===== src/rtl/rename_regfile_if.sv =====
// Bundle between the issue/ROB side (master) and the rename register file (slave).
// rdy is a global enable rather than a handshake: when low, flush/issue/commit are ignored.
interface rename_regfile_if #(
  parameter int XLEN     = 32,
  parameter int NUM_REGS = 32,
  parameter int TAG_W    = 4,
  parameter int NUM_RD   = 2
);
  localparam int AW = $clog2(NUM_REGS);

  logic                    rdy;
  logic                    flush;
  logic                    iss_en;
  logic [AW-1:0]           iss_rd;
  logic [TAG_W-1:0]        iss_tag;
  logic                    cmt_en;
  logic [AW-1:0]           cmt_rd;
  logic [TAG_W-1:0]        cmt_tag;
  logic [XLEN-1:0]         cmt_val;
  logic [NUM_RD*AW-1:0]    rd_addr;
  logic [NUM_RD*XLEN-1:0]  rd_val;
  logic [NUM_RD*TAG_W-1:0] rd_tag;
  logic [NUM_RD-1:0]       rd_busy;
  logic [AW:0]             busy_cnt;

  modport master (
    output rdy, flush, iss_en, iss_rd, iss_tag, cmt_en, cmt_rd, cmt_tag, cmt_val, rd_addr,
    input  rd_val, rd_tag, rd_busy, busy_cnt
  );

  modport slave (
    input  rdy, flush, iss_en, iss_rd, iss_tag, cmt_en, cmt_rd, cmt_tag, cmt_val, rd_addr,
    output rd_val, rd_tag, rd_busy, busy_cnt
  );
endinterface


===== src/rtl/rename_regfile.sv =====
// Architectural register file with per-register rename tags, flush and a busy counter.
// Define RENAME_RF_BYPASS_EN to forward a clearing commit straight to the read ports.
module rename_regfile #(
  parameter int XLEN     = 32,
  parameter int NUM_REGS = 32,
  parameter int TAG_W    = 4,
  parameter int NUM_RD   = 2
) (
  input logic clk,
  input logic rst_n,
  rename_regfile_if.slave bus
);
  localparam int AW = $clog2(NUM_REGS);

  logic [XLEN-1:0]     val_q [NUM_REGS];
  logic [TAG_W-1:0]    tag_q [NUM_REGS];
  logic [NUM_REGS-1:0] busy_q;
  logic [AW:0]         busy_cnt_q;

  logic cmt_wr, cmt_hit, iss_wr, cnt_inc, cnt_dec;

  always_comb begin
    cmt_wr  = bus.rdy && bus.cmt_en && (bus.cmt_rd != '0);
    cmt_hit = cmt_wr && busy_q[bus.cmt_rd] && (tag_q[bus.cmt_rd] == bus.cmt_tag);
    iss_wr  = bus.rdy && bus.iss_en && (bus.iss_rd != '0) && !bus.flush;
    cnt_inc = iss_wr && !busy_q[bus.iss_rd];
    // A clear cancelled by a same-register re-issue leaves the count alone.
    cnt_dec = cmt_hit && !(iss_wr && (bus.iss_rd == bus.cmt_rd));
  end

  always_ff @(posedge clk or negedge rst_n) begin
    if (!rst_n) begin
      for (int r = 0; r < NUM_REGS; r++) begin
        val_q[r] <= '0;
        tag_q[r] <= '0;
      end
      busy_q     <= '0;
      busy_cnt_q <= '0;
    end else begin
      if (cmt_wr) val_q[bus.cmt_rd] <= bus.cmt_val;
      if (bus.rdy) begin
        if (bus.flush) begin
          busy_q     <= '0;
          busy_cnt_q <= '0;
        end else begin
          if (cmt_hit) busy_q[bus.cmt_rd] <= 1'b0;
          // Issue comes second so it overrides a same-register clear.
          if (iss_wr) begin
            tag_q[bus.iss_rd]  <= bus.iss_tag;
            busy_q[bus.iss_rd] <= 1'b1;
          end
          case ({cnt_inc, cnt_dec})
            2'b10:   busy_cnt_q <= busy_cnt_q + 1'b1;
            2'b01:   busy_cnt_q <= busy_cnt_q - 1'b1;
            default: busy_cnt_q <= busy_cnt_q;
          endcase
        end
      end
    end
  end

  logic [AW-1:0]           addr [NUM_RD];
  logic [NUM_RD*XLEN-1:0]  rd_val;
  logic [NUM_RD*TAG_W-1:0] rd_tag;
  logic [NUM_RD-1:0]       rd_busy;

  always_comb begin
    rd_val  = '0;
    rd_tag  = '0;
    rd_busy = '0;
    for (int p = 0; p < NUM_RD; p++) begin
      addr[p] = bus.rd_addr[p*AW +: AW];
      if (addr[p] != '0) begin
        rd_val[p*XLEN +: XLEN]   = val_q[addr[p]];
        rd_tag[p*TAG_W +: TAG_W] = tag_q[addr[p]];
        rd_busy[p]               = busy_q[addr[p]];
`ifdef RENAME_RF_BYPASS_EN
        if (cmt_hit && (addr[p] == bus.cmt_rd)) begin
          rd_val[p*XLEN +: XLEN] = bus.cmt_val;
          rd_busy[p]             = 1'b0;
        end
`endif
      end
    end
  end

  assign bus.rd_val   = rd_val;
  assign bus.rd_tag   = rd_tag;
  assign bus.rd_busy  = rd_busy;
  assign bus.busy_cnt = busy_cnt_q;
endmodule


===== src/flat_wrapper.sv =====
// flat-port wrapper written by rule: the top's interface ports become plain ports
module rename_regfile_flat 
#(
  parameter int XLEN     = 32,
  parameter int NUM_REGS = 32,
  parameter int TAG_W    = 4,
  parameter int NUM_RD   = 2
)
  (clk, rst_n, bus_rdy, bus_flush, bus_iss_en, bus_iss_rd, bus_iss_tag, bus_cmt_en, bus_cmt_rd, bus_cmt_tag, bus_cmt_val, bus_rd_addr, bus_rd_val, bus_rd_tag, bus_rd_busy, bus_busy_cnt);
  rename_regfile_if #(.XLEN(XLEN), .NUM_REGS(NUM_REGS), .TAG_W(TAG_W), .NUM_RD(NUM_RD)) bus_i ();
  input logic clk;
  input logic rst_n;
  input wire logic [$bits(bus_i.rdy)-1:0] bus_rdy;
  input wire logic [$bits(bus_i.flush)-1:0] bus_flush;
  input wire logic [$bits(bus_i.iss_en)-1:0] bus_iss_en;
  input wire logic [$bits(bus_i.iss_rd)-1:0] bus_iss_rd;
  input wire logic [$bits(bus_i.iss_tag)-1:0] bus_iss_tag;
  input wire logic [$bits(bus_i.cmt_en)-1:0] bus_cmt_en;
  input wire logic [$bits(bus_i.cmt_rd)-1:0] bus_cmt_rd;
  input wire logic [$bits(bus_i.cmt_tag)-1:0] bus_cmt_tag;
  input wire logic [$bits(bus_i.cmt_val)-1:0] bus_cmt_val;
  input wire logic [$bits(bus_i.rd_addr)-1:0] bus_rd_addr;
  output wire logic [$bits(bus_i.rd_val)-1:0] bus_rd_val;
  output wire logic [$bits(bus_i.rd_tag)-1:0] bus_rd_tag;
  output wire logic [$bits(bus_i.rd_busy)-1:0] bus_rd_busy;
  output wire logic [$bits(bus_i.busy_cnt)-1:0] bus_busy_cnt;
  assign bus_i.rdy = bus_rdy;
  assign bus_i.flush = bus_flush;
  assign bus_i.iss_en = bus_iss_en;
  assign bus_i.iss_rd = bus_iss_rd;
  assign bus_i.iss_tag = bus_iss_tag;
  assign bus_i.cmt_en = bus_cmt_en;
  assign bus_i.cmt_rd = bus_cmt_rd;
  assign bus_i.cmt_tag = bus_cmt_tag;
  assign bus_i.cmt_val = bus_cmt_val;
  assign bus_i.rd_addr = bus_rd_addr;
  assign bus_rd_val = bus_i.rd_val;
  assign bus_rd_tag = bus_i.rd_tag;
  assign bus_rd_busy = bus_i.rd_busy;
  assign bus_busy_cnt = bus_i.busy_cnt;
  rename_regfile #(.XLEN(XLEN), .NUM_REGS(NUM_REGS), .TAG_W(TAG_W), .NUM_RD(NUM_RD)) u_core (.clk(clk), .rst_n(rst_n), .bus(bus_i));
endmodule

===== config.mk =====
export PLATFORM = sky130hd
export DESIGN_NAME = rename_regfile_flat
export DESIGN_NICKNAME = d
export VERILOG_FILES = /design/src/rtl/rename_regfile_if.sv /design/src/rtl/rename_regfile.sv /design/src/flat_wrapper.sv
export SDC_FILE = /design/constraint.sdc
export NUM_CORES = 2
export LEC_CHECK = 0
export CAP_MARGIN = 20
export CORE_ASPECT_RATIO = 1.4
export CORE_MARGIN = 1.5
export CORE_UTILIZATION = 55
export CTS_CLUSTER_DIAMETER = 60
export CTS_CLUSTER_SIZE = 20
export DETAILED_ROUTE_END_ITERATION = 6
export PLACE_DENSITY_LB_ADDON = 0.08
export SYNTH_ARGS = -nofsm -noshare
export SYNTH_HDL_FRONTEND = slang
export SYNTH_SLANG_ARGS = --single-unit
export TNS_END_PERCENT = 30

===== constraint.sdc =====
create_clock -name clk -period 6.9 [get_ports clk]
set_input_delay 1.38 -clock clk [delete_from_list [all_inputs] [get_ports clk]]
set_output_delay 1.38 -clock clk [all_outputs]
set_load 0.005 [all_outputs]

==> results.sh <==
export IMPL_grt_usage=0.322
export IMPL_worstPathRequired_ns=5.52
export IMPL_pwr_share_clk=0.328
export IMPL_clock_path_buffers=3
export IMPL_hold_class="register to register"
export IMPL_hpwl_mm=109
export IMPL_nNetsFinal=4095
export IMPL_fin_cells=5678
export IMPL_gp_congestion=0.910
export IMPL_avgRoutedWirePerCell_um=33.4
export IMPL_postSynth_asyncResetShare=1.00
export IMPL_stdcell_area_um2=71800
export IMPL_grt_pass1_wl_mm=281
export IMPL_die_w_um=294
export IMPL_cp_max_fo=60
export IMPL_syn_instance_count=4126
export IMPL_max_cap_violations=0
export IMPL_core_um2=118000
export IMPL_ys_types=54
export IMPL_ctsResizeCount=0
export IMPL_status="complete, no violations"
export IMPL_syn_area_per_cell_um2=15.8
export IMPL_cts_root_buf="clkbuf_16"
export IMPL_start_util=0.554
export IMPL_slew_headroom=0.218
export IMPL_clk_pin_slew_ns=0.08
export IMPL_crit_path_start_kind="input port"
export IMPL_final_hold_violation_count=0
export IMPL_num_vias=39150
export IMPL_rows=149
export IMPL_power_switching_mw=4.78
export IMPL_mostFrequentLayoutCell="dfrtp_1"
export IMPL_slew_viol_final=0
export IMPL_dp_cells=5515
export IMPL_routed_wl_mm=190
export IMPL_fin_crit_sh=0.842
export IMPL_ant_nets=0
export IMPL_netlist_top_cells_area="dfrtp_1, mux4_2, mux2_2"
export IMPL_combPwrFrac=0.188
export IMPL_fin_worst_skew_ns=0.0163
export IMPL_min_period_ns=5.81
export IMPL_peakVddDrop_mv=0.244
export IMPL_grt_pass1_vias=40978
export IMPL_ys_warn_count=0
export IMPL_io_pins=146
export IMPL_final_layout_size_suffix_gt1_frac=0.541
export IMPL_syn_to_final_growth_pct=9.92
export IMPL_fp_dieH_um=411
export IMPL_powerDensity_nw_per_um2=244
export IMPL_seq_area_frac_synth=0.456
export IMPL_final_cell_mix="dfrtp_1, mux2_2, mux4_2"
export IMPL_finalSetupTns_ns=0
export IMPL_sequentialPowerShare=0.484
export IMPL_route_detailed_drc=0
export IMPL_synth_main_ff_cell="dfrtp_1"
export IMPL_p_sw_frac=0.273
export IMPL_fin_total_pwr_mw=17.5
export IMPL_grt_start_max_net_pins=170
export IMPL_synth_top_area_frac=0.456
export IMPL_ctsHoldBuffers=0
export IMPL_rsz0062_at_grt="no"
export IMPL_criticalPathCategory="input port to primary output"
export IMPL_firstDrtPassIters=6
export IMPL_cts_setup_buffers=0
export IMPL_antenna_found_initial=6
export IMPL_synth_top_area_cell="dfrtp_1"
export IMPL_viasPerCell=6.90
export IMPL_clock_latency_ns=0.73
export IMPL_arrival_ns=4.43
export IMPL_numCtsBuffers=90
export IMPL_overflow=0
export IMPL_first_iter_violations=3296
export IMPL_clock_fmax_mhz=172
export IMPL_syn_nets=4197
export IMPL_cts_tree="yes"
export IMPL_p_int_mw=12.8
export IMPL_portBuffers=145
export IMPL_clock_sinks=1190
export IMPL_worst_slew_pin_slew_ns=1.17
export IMPL_placed_cell_area_um2=68600
export IMPL_setup_violations=0
export IMPL_ys_ff_latch=1190
export IMPL_synth_edf_count=0
export IMPL_htree_num_levels=3
export IMPL_end_kind="primary output"
export IMPL_syn_area_um2=65300
export IMPL_die_area_um2=121000
export IMPL_p_leak_nw=31.1
[kinds of logic (layout without fill, tap and decap cells)]
| kind of cell | count (synthesis) | count (layout) | share of synthesized area |
|---|---|---|---|
| muxes | 2010 | 2010 | 0.476 |
| DFF | 1190 | 1190 | 0.456 |
| buffers and inverters | 459 | 423 | 0.0284 |
| and+or+nand+nor | 352 | 352 | 0.0283 |
| AOI/OAI and AO/OA | 101 | 101 | 0.00912 |
| xor gates and xnor gates | 9 | 9 | 0.00121 |
| adders and majority gates | 5 | 5 | 0.00107 |
| other | 0 | 3 | 0 |
[Yosys cell counts, types with 27 or more instances]
master and count:
dfrtp_1 1190, mux2_2 1117, mux4_2 764, clkbuf_1 288, nor2_1 128, mux2i_1 126, buf_1 85, buf_2 74
nand2_1 67, nor2b_1 35, o21ai_0 34, nand3_1 27
[worst paths after layout]
check	start	to	slack [ns]	cells after the start
max reg2reg	u_core.tag_q[16]$_DFFE_PN0P_	u_core.bus.busy_cnt[5]$_DFFE_PN0P_	2.81	16
min in group asynchronous	rst_n	u_core.tag_q[123]$_DFFE_PN0P_	0.69	1
min	u_core.val_q[1002]$_DFFE_PN0P_	u_core.val_q[1002]$_DFFE_PN0P_	0.40	0
min reg2reg	u_core.val_q[1002]$_DFFE_PN0P_	u_core.val_q[1002]$_DFFE_PN0P_	0.40	0
max in group asynchronous	rst_n	u_core.val_q[1009]$_DFFE_PN0P_	4.64	2
max	bus_rd_addr[5]	bus_rd_val[40]	1.09	7
[per-stage QoR]
step                worst slack [ns]  hold slack [ns]   util
finish                          1.09            0.396  0.609
global route                   0.920            0.410  0.609
CTS                             1.10            0.401  0.609
detailed placement             0.952            0.383  0.582
global placement               0.957            0.376  0.582
floorplan                       1.87            0.441      -
[area by class of cell]
cell class,instances,area [um2]
multi-input cells,2477,33900
fillers,8992,46000
repair buffers,263,2970
diodes,3,7.51
clock buffers,100,2400
inverters,2,7.51
well taps,1585,1980
clock inverters,58,724
flip-flops and latches,1190,29800
[critical path, cell delays in order]
cell             delay, ns
buf_8                 0.57
buf_12                0.37
mux4_2                0.55
mux4_2                0.48
mux2i_1               0.39
nor2_1                0.08
clkdlybuf4s50_1       0.47
[sequential cells by signal, summed over array words and instances, names as in the netlist]
| name | cells |
|---|---|
| u_core.tag_q | 128 |
| u_core.busy_q | 32 |
| u_core.val_q | 1024 |
| u_core.bus.busy_cnt | 6 |
[power by group through the flow]
stage / clock network (mW) / logic, mW / registers, mW
floorplan: 0 / 2.40 / 8.38
global placement: 0 / 3.25 / 8.55
detailed placement: 0 / 3.31 / 8.61
CTS: 5.89 / 3.32 / 8.47
global route: 6.13 / 3.52 / 8.61
finish: 5.76 / 3.29 / 8.49
[routing by layer]
metal | vias up | GRT usage | share of wire
met1 | 21572 | 0.423 | 0.39
met3 | 377 | 0.0428 | 0.053
met2 | 1298 | 0.539 | 0.51
met5 | - | 0 | 0.00018
met4 | 6 | 0.139 | 0.046
li1 | 15897 | - | -
No activity file was read; power rests on OpenSTA's default activity.
